===== config.mk =====
export PLATFORM = sky130hd
export DESIGN_NAME = uart_tx_fifo
export DESIGN_NICKNAME = d
export VERILOG_FILES = /design/src/rtl/uart_tx_fifo.sv
export SDC_FILE = /design/constraint.sdc
export NUM_CORES = 1
export LEC_CHECK = 0
export CAP_MARGIN = 25
export CORE_MARGIN = 2
export CORE_UTILIZATION = 66
export CTS_CLUSTER_DIAMETER = 30
export DETAILED_ROUTE_END_ITERATION = 8
export PLACE_DENSITY = 0.95
export SLEW_MARGIN = 20
export SYNTH_ARGS = -nofsm -noshare
export SYNTH_HDL_FRONTEND = slang
export SYNTH_SLANG_ARGS = --single-unit

===== constraint.sdc =====
create_clock -name clk -period 2.5 [get_ports clk]
set_input_delay 0.25 -clock clk [delete_from_list [all_inputs] [get_ports clk]]
set_output_delay 0.25 -clock clk [all_outputs]
set_load 0.01 [all_outputs]

===== src/rtl/uart_tx_fifo.sv =====
// Buffered UART transmitter.
// Upstream logic pushes bytes into an internal FIFO at clock rate. The serializer
// drains the FIFO onto the serial line with no idle gap between frames. The frame
// format is 8 data bits, LSB first, with optional even or odd parity and one or
// two stop bits.
module uart_tx_fifo #(
  parameter int CLKS_PER_BIT = 217,
  parameter int FIFO_DEPTH   = 16,
  parameter int PARITY_EN    = 0,
  parameter int PARITY_ODD   = 0,
  parameter int STOP_BITS    = 1
) (
  input  logic                          clk,
  input  logic                          i_Rst_L,
  input  logic                          i_wr_en,
  input  logic [7:0]                    i_wr_data,
  output logic                          o_full,
  output logic                          o_empty,
  output logic [$clog2(FIFO_DEPTH):0]   o_level,
  output logic                          o_overflow,
  output logic                          o_tx_serial,
  output logic                          o_tx_active,
  output logic                          o_tx_done
);

  localparam int AW = $clog2(FIFO_DEPTH);
  localparam int CW = $clog2(CLKS_PER_BIT);
  localparam logic [CW-1:0] CNT_MAX   = CW'(CLKS_PER_BIT - 1);
  localparam logic [AW:0]   DEPTH_LVL = (AW+1)'(FIFO_DEPTH);
  localparam logic          STOP_LAST = (STOP_BITS == 2);
  localparam logic          PAR_ODD   = (PARITY_ODD != 0);

  typedef enum logic [2:0] {
    IDLE,
    START,
    DATA,
    PARITY,
    STOP
  } state_t;

  // Reset synchronizer.
  // Assertion takes effect at once. Release reaches the core logic two clock
  // edges later, so the release is aligned to the clock.
  logic [1:0] rst_sync;
  logic       rst_n;

  // Reset synchronizer register: asynchronous clear, then shift in ones.
  always_ff @(posedge clk or negedge i_Rst_L) begin
    if (!i_Rst_L) begin
      rst_sync <= 2'b00;
    end else begin
      rst_sync <= {rst_sync[0], 1'b1};
    end
  end

  assign rst_n = rst_sync[1];

  // ---------------------------------------------------------------------------
  // Byte FIFO
  // ---------------------------------------------------------------------------
  logic [7:0]  mem [FIFO_DEPTH];
  logic [AW-1:0] wr_ptr;
  logic [AW-1:0] rd_ptr;
  logic [AW:0]   level;
  logic          full;
  logic          empty;
  logic          push;
  logic          pop;
  logic [7:0]    head;
  logic          overflow;

  assign full  = (level == DEPTH_LVL);
  assign empty = (level == '0);
  // A pop in the same cycle does not free a slot for the push.
  assign push  = i_wr_en && !full;
  assign head  = mem[rd_ptr];

  // Storage array, written on accepted pushes only.
  always_ff @(posedge clk) begin
    if (push) begin
      mem[wr_ptr] <= i_wr_data;
    end
  end

  // Pointers, level and overflow flag.
  // Both pointers are powers-of-two wide, so they wrap naturally.
  always_ff @(posedge clk or negedge rst_n) begin
    if (!rst_n) begin
      wr_ptr   <= '0;
      rd_ptr   <= '0;
      level    <= '0;
      overflow <= 1'b0;
    end else begin
      overflow <= i_wr_en && full;
      if (push) begin
        wr_ptr <= wr_ptr + 1'b1;
      end
      if (pop) begin
        rd_ptr <= rd_ptr + 1'b1;
      end
      case ({push, pop})
        2'b10:   level <= level + 1'b1;
        2'b01:   level <= level - 1'b1;
        default: level <= level;
      endcase
    end
  end

  // ---------------------------------------------------------------------------
  // Serializer
  // ---------------------------------------------------------------------------
  state_t        state,      state_next;
  logic [CW-1:0] cnt,        cnt_next;
  logic [2:0]    bit_idx,    bit_next;
  logic          stop_idx,   stop_next;
  logic [7:0]    shift,      shift_next;
  logic          parity_bit, parity_next;
  logic          serial,     serial_next;
  logic          active,     active_next;
  logic          done,       done_next;
  logic          bit_end;

  assign bit_end = (cnt == CNT_MAX);

  // Serializer state register.
  // The line level is computed one cycle ahead and registered here, so the
  // output is glitch-free.
  always_ff @(posedge clk or negedge rst_n) begin
    if (!rst_n) begin
      state      <= IDLE;
      cnt        <= '0;
      bit_idx    <= '0;
      stop_idx   <= 1'b0;
      shift      <= '0;
      parity_bit <= 1'b0;
      serial     <= 1'b1;
      active     <= 1'b0;
      done       <= 1'b0;
    end else begin
      state      <= state_next;
      cnt        <= cnt_next;
      bit_idx    <= bit_next;
      stop_idx   <= stop_next;
      shift      <= shift_next;
      parity_bit <= parity_next;
      serial     <= serial_next;
      active     <= active_next;
      done       <= done_next;
    end
  end

  // Next-state logic: bit timing, frame sequencing and FIFO pops.
  always_comb begin
    state_next  = state;
    cnt_next    = cnt;
    bit_next    = bit_idx;
    stop_next   = stop_idx;
    shift_next  = shift;
    parity_next = parity_bit;
    serial_next = serial;
    active_next = active;
    done_next   = 1'b0;
    pop         = 1'b0;

    case (state)
      IDLE: begin
        serial_next = 1'b1;
        cnt_next    = '0;
        if (!empty) begin
          pop         = 1'b1;
          shift_next  = head;
          parity_next = (^head) ^ PAR_ODD;
          active_next = 1'b1;
          serial_next = 1'b0;
          state_next  = START;
        end
      end

      START: begin
        if (bit_end) begin
          cnt_next    = '0;
          bit_next    = '0;
          serial_next = shift[0];
          state_next  = DATA;
        end else begin
          cnt_next = cnt + 1'b1;
        end
      end

      DATA: begin
        if (bit_end) begin
          cnt_next = '0;
          if (bit_idx == 3'd7) begin
            if (PARITY_EN != 0) begin
              serial_next = parity_bit;
              state_next  = PARITY;
            end else begin
              stop_next   = 1'b0;
              serial_next = 1'b1;
              state_next  = STOP;
            end
          end else begin
            bit_next    = bit_idx + 3'd1;
            shift_next  = {1'b0, shift[7:1]};
            serial_next = shift[1];
          end
        end else begin
          cnt_next = cnt + 1'b1;
        end
      end

      PARITY: begin
        if (bit_end) begin
          cnt_next    = '0;
          stop_next   = 1'b0;
          serial_next = 1'b1;
          state_next  = STOP;
        end else begin
          cnt_next = cnt + 1'b1;
        end
      end

      STOP: begin
        if (bit_end) begin
          cnt_next = '0;
          if (stop_idx == STOP_LAST) begin
            done_next = 1'b1;
            if (!empty) begin
              // Chain straight into the next frame with no idle bit.
              pop         = 1'b1;
              shift_next  = head;
              parity_next = (^head) ^ PAR_ODD;
              serial_next = 1'b0;
              state_next  = START;
            end else begin
              active_next = 1'b0;
              serial_next = 1'b1;
              state_next  = IDLE;
            end
          end else begin
            stop_next = stop_idx + 1'b1;
          end
        end else begin
          cnt_next = cnt + 1'b1;
        end
      end

      default: begin
        serial_next = 1'b1;
        active_next = 1'b0;
        state_next  = IDLE;
      end
    endcase
  end

  assign o_full      = full;
  assign o_empty     = empty;
  assign o_level     = level;
  assign o_overflow  = overflow;
  assign o_tx_serial = serial;
  assign o_tx_active = active;
  assign o_tx_done   = done;

endmodule


# Word-level counts from Yosys, hierarchy flattened

Memory sizes are Yosys's and may differ from the RTL's.
Index checks and enable logic that the tools add are counted.
W data, S select, Z words.

Logic and storage cells: 108
Memory bits (read-only): 0
Flip-flop bits (word level): 42
Memories: 1
Bits in writable memories: 128
Bits in latches: 0
Output and inout port bits: 11

Memories:

| name | words | bits a word | read ports | clocked after memory_dff | write ports | RTL line | RTL |
|---|---|---|---|---|---|---|---|
| mem  | 16    | 8           | 1          | 0                        | 1           | 61       | `logic [7:0] mem [FIFO_DEPTH];` |

Shift operators: 0
Muxes and demuxes: 50
Reduce and logical (&&, ||, !) cells: 18
Order comparisons: 0
Div/mod/pow operators: 0
Bitwise logic cells: 1
Add/sub/neg operators: 7
Equal/unequal tests: 18
$mul: 0

Operators by type and width:

| cell                  | count |
|---|---|
| $mux W8               | 6 |
| $mux W3               | 10 |
| $mux W1               | 25 |
| $pmux W8 S3           | 1 |
| $reduce_and A5 Y1     | 4 |
| $ne A2 B2 Y1 const B  | 9 |
| $pmux W8 S2           | 1 |
| $pmux W3 S5           | 1 |
| $pmux W5 S2           | 1 |
| $add A4 B1 Y4 const B | 2 |
| $add A8 B1 Y8 const B | 1 |
| $eq A8 B8 Y1 const B  | 1 |
| $reduce_and A7 Y1     | 1 |
| $eq A3 B2 Y1 const B  | 2 |
| $eq A3 B3 Y1 const B  | 2 |
| $pmux W1 S3           | 2 |
| $pmux W3 S2           | 1 |
| $reduce_bool A2 Y1    | 3 |
| $reduce_bool A3 Y1    | 2 |
| $add A5 B1 Y5 const B | 1 |
| $eq A5 B5 Y1 const B  | 1 |
| $logic_not A5 Y1      | 1 |
| $pmux W1 S5           | 1 |
| $sub A5 B1 Y5 const B | 1 |
| other kinds (13)      | 14 |

# Logic depth before layout (Yosys ltp)

Gate-level depths: netlist of the first run.

Depth after elaboration: 7
Depth in mapped cells: 12
Depth with buffers taken out: 12

# Least setup slack after synthesis of the first run

Ideal clock, no wire load.

Path type: reg2reg
Start: reg level[1], in the netlist o_level[1]
End: reg level[4], in the netlist o_level[4]
Period minus slack after synthesis: 3.007 ns
Cell stages (with the launch flop): 11
Slack: -0.507 ns
Arrival time: 2.876 ns
Path buffers: 0
Cell sequence: dfrtp_1 or4_4 nor2_1 a2111oi_4 ha_1 fa_1 a21o_1 a21oi_1 xor2_1 nor2_1 xor2_1

Cells in the longest elaborated chain, start to end: 7
Elaborated cells between the ends (all ways): 14

Ends and longest elaborated chain:

| what                                                     | RTL line | RTL |
|---|---|---|
| start, declared                                          | 64       | `logic [AW:0] level;` |
| start signal, assigned                                   | 102      | `2'b10: level <= level + 1'b1;` |
| start signal, assigned                                   | 103      | `2'b01: level <= level - 1'b1;` |
| start signal, assigned                                   | 104      | `default: level <= level;` |
| $logic_not A5 Y1 (*)                                     | 73       | `assign empty = (level == '0);` |
| named net o_empty                                        | 18       | `output logic o_empty,` |
| $mux W1 (*)                                              | 169, 228 |  |
| $mux W1                                                  | 226      | `if (stop_idx == STOP_LAST) begin` |
| $mux W1                                                  | 224      | `if (bit_end) begin` |
| $pmux W1 S2 (*)                                          | 165      | `case (state)` |
| named net pop                                            | 68       | `logic pop;` |
| $eq A2 B1 Y1 / $eq A2 B2 Y1 (equally long branches)      | 101      | `case ({push, pop})` |
| $pmux W5 S2 / $reduce_bool A2 Y1 (equally long branches) | -        |  |

Mark *: on every way through the listed nets, which the timed path passes. The rest lies on a longest branch.
A chain may end at the register's enable or synchronous reset.

# Worst setup path after layout of the first run

Start: reg level[1], in the netlist o_level[1]
End: reg level[4], in the netlist o_level[4]

Cells in the longest elaborated chain, start to end: 7
Elaborated cells between the ends (all ways): 14

Ends and longest elaborated chain:

| what                                                     | RTL line |
|---|---|
| $logic_not A5 Y1 (*)                                     | 73 |
| $mux W1 (*)                                              | 169, 228 |
| $mux W1                                                  | 226 |
| $mux W1                                                  | 224 |
| $pmux W1 S2 (*)                                          | 165 |
| named net pop                                            | 68 |
| $eq A2 B1 Y1 / $eq A2 B2 Y1 (equally long branches)      | 101 |
| $pmux W5 S2 / $reduce_bool A2 Y1 (equally long branches) | - |

Marks and branches as above.

==> results of run 1 <==
[area by class of cell]
class                      count  area (um^2)  area share (%)
clock inverter                14        128.9           1.539
multi-input combinational    257         2251           26.88
timing repair buffer          57        496.7           5.932
inverter                       9        33.78          0.4034
clock buffer                  17        414.1           4.945
tap                          140        175.2           2.092
sequential                   169         4875           58.21
[kinds of logic after synthesis]
kind of cell | Yosys count
AO/OA/AOI/OAI | 75
XOR/XNOR | 12
adder cells (fa/ha/maj) | 14
buffers and inverters | 33
flip-flops | 169
multiplexers | 45
other | 1
AND/OR/NAND/NOR | 110
[cells in the mapped netlist, types with 2 or more instances]
library cell	count	share of area, %
a211o_1	4	0.48
a211oi_1	8	0.83
a21o_1	2	0.21
a21oi_1	8	0.55
a22o_1	2	0.24
a22oi_1	6	0.62
a311o_1	4	0.55
a31oi_1	5	0.43
and3_1	5	0.43
buf_1	3	0.16
buf_12	2	0.55
buf_2	6	0.41
buf_6	4	0.62
clkbuf_1	9	0.47
dfrtp_1	40	14
edfxtp_1	128	53
ha_1	13	2.2
inv_1	9	0.47
mux2_2	5	0.78
mux2i_1	15	2.1
mux4_1	10	3.6
mux4_2	15	4.7
nand2_1	30	1.6
nand2b_1	8	0.69
nand3_1	10	0.69
nand4_1	4	0.35
nor2_1	31	1.6
nor2b_1	8	0.69
nor3_1	6	0.41
o211ai_1	2	0.21
o21ai_0	23	1.6
o31ai_1	2	0.21
or4_4	2	0.31
xnor2_1	7	0.85
xor2_1	5	0.60
[where the power goes]
part           total (uW)  internal (uW)  switching [uW]
Sequential           3960           3470             487
Combinational        2800           1380            1430
Clock                2430           1260            1170
Total                9190           6110            3080
[final timing paths]
| kind | startpoint | endpoint | cells past startpoint |
|---|---|---|---|
| setup / recovery | o_level[1] | o_level[4] | 10 |
| hold / removal | rst_sync[1] | wr_ptr[3] | 0 |
| setup reg to reg | o_level[1] | o_level[4] | 10 |
| hold reg to reg | rst_sync[1] | wr_ptr[3] | 0 |
| max in group asynchronous | rst_sync[1] | o_tx_serial | 1 |
| min in group clk | rst_sync[0] | rst_sync[1] | 0 |
[metrics by stage]
step                      instance area [um^2]  cells  util (%)  hold slack [ps]
final                                     8374    663     77.59            73.95
after global routing                      8374    663     77.59            85.30
after CTS                                 8356    662     77.42            77.06
after detailed placement                  7787    629     72.15            68.84
after global placement                    7787    629     72.15            67.32
after floorplan                           7301    459         -           -45.59
[state kept, by name, indices dropped and copies added, names as in the netlist]
name,flops
mem,128
cnt,8
shift,8
o_level,5
rd_ptr,4
wr_ptr,4
bit_idx,3
state,3
rst_sync,2
o_overflow,1
o_tx_active,1
o_tx_done,1
o_tx_serial,1
[layer usage]
layer  up-vias  global-route usage [%]  part of all wire, %
li1       1884                       -                    -
met1      2209                   38.03                   36
met2       298                   49.24                   51
met3        61                   8.308                  8.8
met4         0                   12.00                  3.6
met5         -                       0                    0
[what timing repair did]
item	CTS	global route
setup buffers	1	1
hold endpoints to repair	2	0
hold buffers	1	0
gates resized for setup	5	2
pin swaps	6	0
setup endpoints to repair	4	4
==> flow_summary.toml, run 1 <==
[worst_setup_path]
cp_slowest_cell = "or4_4"
critPathRequiredTime_ps = 2910
cp_max_fo = 5
slowest_delay_ps = 580
criticalPathCategory = "reg -> reg"
cp-end-kind = "flip-flop"
crit_family = "simple AND/OR/NAND/NOR gates"
worst-path-buf-inv = 0
ff2ff_setup_slack_ps = -230
crit_path_cell_trace = "or4_4 > nor2_4 > a2111oi_4 > ha_4 > fa_2 > a21o_1 > a21oi_2 > xor2_1 > nor2_1 > xor2_1"
cp.arrival_ps = 3140
cp_common_cell = "xor2_1"
start_kind = "flip-flop"

[drt]
routedWlPerCell_um = 24.75
num_vias = 4452
drtIter0Drc = 475
wl_mm = 16.41
drc = 0
routed_via_density = 6.715
drtPass1Iterations = 7
detail-route-antenna-nets = 0

[layout]
nets = 536
area_growth_pct = 15.62
antenna_cells = 0
drive_above_1_share_pct = 20.27
fillers = 500
final_cell_mix = "edfxtp_1 (128), dfrtp_1 (37), buf_4 (34), nand2_1 (30), nor2_1 (30)"
final_common_cell = "edfxtp_1"

[clock_tree]
cts.path.max_buffers = 2
h-tree-depth = 4
root_buffer = "clkbuf_8"
cts_tree = "yes"
cts.sinks = 169
cts_buffers = 17
clock_latency_ps = 550
clk_pin_slew_ps = 70

[global_routing]
grt_max_degree = 36
grt_pass1_wl_mm = 25.09
grt_usage_pct = 29.88
grt_overflow = 0
grt_pass1_vias = 4500
grt_antenna_before_repair = 0

[yosys]
synth-simple-area-share_pct = 7.480
synth-seq-cells = 169
syn_inst = 459
avgSynthCellArea_um2 = 15.78
synth_top_family_by_area = "multiplexers"
synthesis.area_um2 = 7243
synthAdderAreaFrac_pct = 2.522
synthDistinctLibCells = 53
synth_xor_area_share_pct = 1.451
ys.flop_type = "edfxtp_1"
ys_seq_area_share_pct = 67.25
synth-edff-count = 128
async_reset_ff_share_pct = 24.26
yosysWarnings = 0
synthMuxAreaShare_pct = 11.14
synthesis.nets = 484
synth_compound_area_share_pct = 7.428

[die]
chipHeight_um = 108.8
die_x_um = 108.8
die-area_um2 = 11830
start_util_pct = 67.11
fp.coreArea_um2 = 10790
num_rows = 38
ios = 22

[timing]
period_minus_slack_ps = 2726
setup_tns_ps = -363.7
setup_slack_ps = -225.8
post-route-period-util_pct = 109.0
finalClockSkew_ps = 16.82
slew_violations = 0
hold_viol_final = 0
setup_viol = 2
clock.fmax_ghz = 0.3669
relSlewSlack_pct = 35.35
tightest_slew_ps = 966.2
grt_setup_unrepaired = "yes"

[pwr]
p_total_uw = 9191
vdd_drop_max_v = 0.0008135
p_leak_uw = 0.003044
powerDensity_nw_per_um2 = 1098

[place]
globalplace.congestion = 0.8259
dpl.hpwl_mm = 10.03
dp_slack_ps = -215.9
port_buffers = 21

[run_status]
violations = "setup timing"
outcome = "finished with violations"

[flow_run]
drv_cap = 0

[hold_path]
hold_path.class = "reg -> async"
No activity file was read; power rests on OpenSTA's default activity.
==> inputs of run 2 (changes only) <==
ABC_AREA = 1   (was default)
CAP_MARGIN = default   (was 25)
==> run 2 against run 1 <==
Effect of this change:
- the flow now finishes without violations
- clock-buffer cell count rose by 1
- cell count rose by 44%
- synthesized cell count up 64%
- critical path type unchanged
- global-route usage rose by 2.9 points
- largest power group unchanged
- total power decreased by 25%
- design area grew 3.4%
- maximum frequency up 10%
- via count is 35% higher
==> flow_summary.toml, run 2 <==
[pwr]
combPwrFrac_pct = 14.0
p_sw_share_pct = 26.86
p_switching_uw = 1848
powerDensity_nw_per_um2 = 794.3
p_int_uw = 5031
p_clk_share_pct = 35.8
vdd_drop_max_v = 0.0008794
p_seq_share_pct = 50.1
p_leak_uw = 0.003765
p_total_uw = 6880

[yosys]
synthesis.nets = 778
ys_seq_area_share_pct = 65.00
synth_compound_area_share_pct = 3.056
avgSynthCellArea_um2 = 9.951
synth_xor_area_share_pct = 1.286
synthMuxAreaShare_pct = 0
synth-simple-area-share_pct = 22.06
yosysTopAreaCell = "edfxtp_1"
synthAdderAreaFrac_pct = 2.438
synthDistinctLibCells = 30
synth.most_common_cell = "nand2_1"
synthesis.area_um2 = 7493
async_reset_ff_share_pct = 24.26
yosysWarnings = 0
synth_top_family_by_area = "simple AND/OR/NAND/NOR gates"
synth-edff-count = 128
synth_commonest_cells = "nand2_1 (242), edfxtp_1 (128), nand3_1 (89)"
ys.flop_type = "edfxtp_1"
syn_inst = 753
synthDominantCellAreaShare_pct = 51.29
yosys-top-cells-area = "edfxtp_1 (51%), dfrtp_1 (13%), nand2_1 (12%), nand3_1 (5.9%), inv_1 (4.2%)"
synth-seq-cells = 169

[clock_tree]
cts_buffers = 17
root_buffer = "clkbuf_16"
h-tree-depth = 4
cts.path.max_buffers = 2
cts_tree = "yes"
clk_pin_slew_ps = 60
cts.sinks = 169
clock_latency_ps = 430

[drt]
num_vias = 6024
wl_met3_mm = 2.021
wl_mm = 19.44
drtIter0Drc = 932
routed_via_density = 6.308
m1WireLength_mm = 6.500
highest_layer = "met4"
drtPass1Iterations = 8
drc = 0
detail-route-antenna-nets = 0
met2_length_mm = 9.827
routedWlPerCell_um = 20.36

[worst_setup_path]
cp_slowest_cell = "dfrtp_1"
criticalPathCategory = "reg -> reg"
crit_family = "simple AND/OR/NAND/NOR gates"
crit_path_cell_trace = "nor2_1 > nand4_1 > nand2_1 > inv_1 > nand2_2 > inv_2 > ha_4 > fa_2 > nand3_1 > nand2_1 > a21oi_2 > o21ai_1 > xor2_1"
cp_max_fo = 6
cp-end-kind = "flip-flop"
worst-path-buf-inv = 2
ff2ff_setup_slack_ps = 30
slowest_delay_ps = 450
cp.arrival_ps = 2780
cp_common_cell = "nand2_1"
critPathRequiredTime_ps = 2810
start_kind = "flip-flop"

[place]
port_buffers = 21
dp.cells = 920
dpl.hpwl_mm = 11.30
globalplace.congestion = 0.8687
dpl-instance-area_um2 = 8020

[layout]
final_common_cell = "nand2_1"
nets = 828
fin_area_um2 = 8661
final_cell_mix = "nand2_1 (240), edfxtp_1 (128), nand3_1 (89), inv_1 (82), nor2_1 (50)"
fin_cells = 955
largest_registers = "mem: 128 flops, cnt: 8 flops, shift: 8 flops"
area_growth_pct = 15.58
largest_register = "mem"
drive_above_1_share_pct = 11.29
antenna_cells = 0
largest_reg_flops = 128

[run_status]
outcome = "finished clean"

[global_routing]
grt_usage_pct = 32.79
grt_max_degree = 71
grt_pass1_vias = 5886
grt_antenna_before_repair = 0
grt_pass1_wl_mm = 30.75
grt_overflow = 0

[timing]
hold_viol_final = 0
tightest_slew_ps = 784.1
relSlewSlack_pct = 47.57
clock.fmax_ghz = 0.4050
slew_violations = 0
setup_viol = 0
period_minus_slack_ps = 2469
finalClockSkew_ps = 9.748
post-route-period-util_pct = 98.77

[die]
die-area_um2 = 12220
die_x_um = 110.6
fp.coreArea_um2 = 10940
start_util_pct = 68.52
ios = 22
num_rows = 38
chipHeight_um = 110.6

[hold_path]
hold_path.class = "reg -> async"

[flow_run]
drv_cap = 0
run 2: cell types whose count changed after synthesis, moves of 8 or more:
cell	change
inv_1	+74
nand2b_1	-8
mux4_1	-10
nor2_1	+21
nor2b_1	-8
mux4_2	-15
nand3_1	+79
nand2_1	+212
a211oi_1	-8
mux2i_1	-15
run 2: stage by stage:
stage	TNS (ps)	utilization [%]	worst slack [ps]	hold WS, ps
2_1_floorplan	0	-	69.11	-45.59
3_3_place_gp	0	73.34	125.6	306.4
3_5_place_dp	-88.61	73.34	-88.61	317.6
4_1_cts	0	78.60	8.954	330.6
5_1_grt	-92.89	79.20	-92.89	364.9
6_report	0	79.20	30.74	315.3
run 2: area by class of cell:
| cell class | instances | area (um^2) |
|---|---|---|
| multi-input combinational | 467 | 2222 |
| clock buffer | 18 | 429.2 |
| inverter | 90 | 337.8 |
| clock inverter | 13 | 121.4 |
| tap | 140 | 175.2 |
| timing repair buffer | 58 | 503.0 |
| fill | 527 | 2275 |
| sequential | 169 | 4872 |
run 2: power groups by stage:
stage / clock, uW / combinational [uW] / sequential [uW]
after detailed placement: 0 / 875 / 3480
final: 2470 / 964 / 3450
after global placement: 0 / 804 / 3460
after floorplan: 0 / 428 / 3490
after global routing: 2570 / 1040 / 3460
after CTS: 2460 / 905 / 3430
run 2: worst paths after layout:
path / startpoint / to / depth (start not counted)
min in group clk: rst_sync[0] / rst_sync[1] / 0
worst max register to register: o_level[2] / o_level[4] / 13
worst min-delay path: rst_sync[1] / o_level[0] / 1
worst min register to register: rst_sync[1] / o_level[0] / 1
worst max-delay path: o_level[2] / o_level[4] / 13
max in group asynchronous: i_Rst_L / rst_sync[1] / 2
run 2: kinds of logic after synthesis:
logic type	Yosys count
simple gates	399
flops	169
buf+inv	117
compound gates	42
fa+ha+maj	14
xor+xnor	11
other cells	1
run 2: timing repair:
item | 4_1_cts | 5_1_grt
endpoints found under the hold margin | 2 | 0
buffers inserted | 0 | 3
endpoints found under the setup margin | 1 | 2
hold buffers | 1 | 0
gates resized for setup | 3 | 10
pin swaps | 1 | 3
run 2: routing by layer:
metal  global-route usage (%)  up-vias
met5                        0        -
met4                    17.42        0
met3                    8.123      141
met2                    54.97      503
met1                    39.37     2826
li1                         -     2554
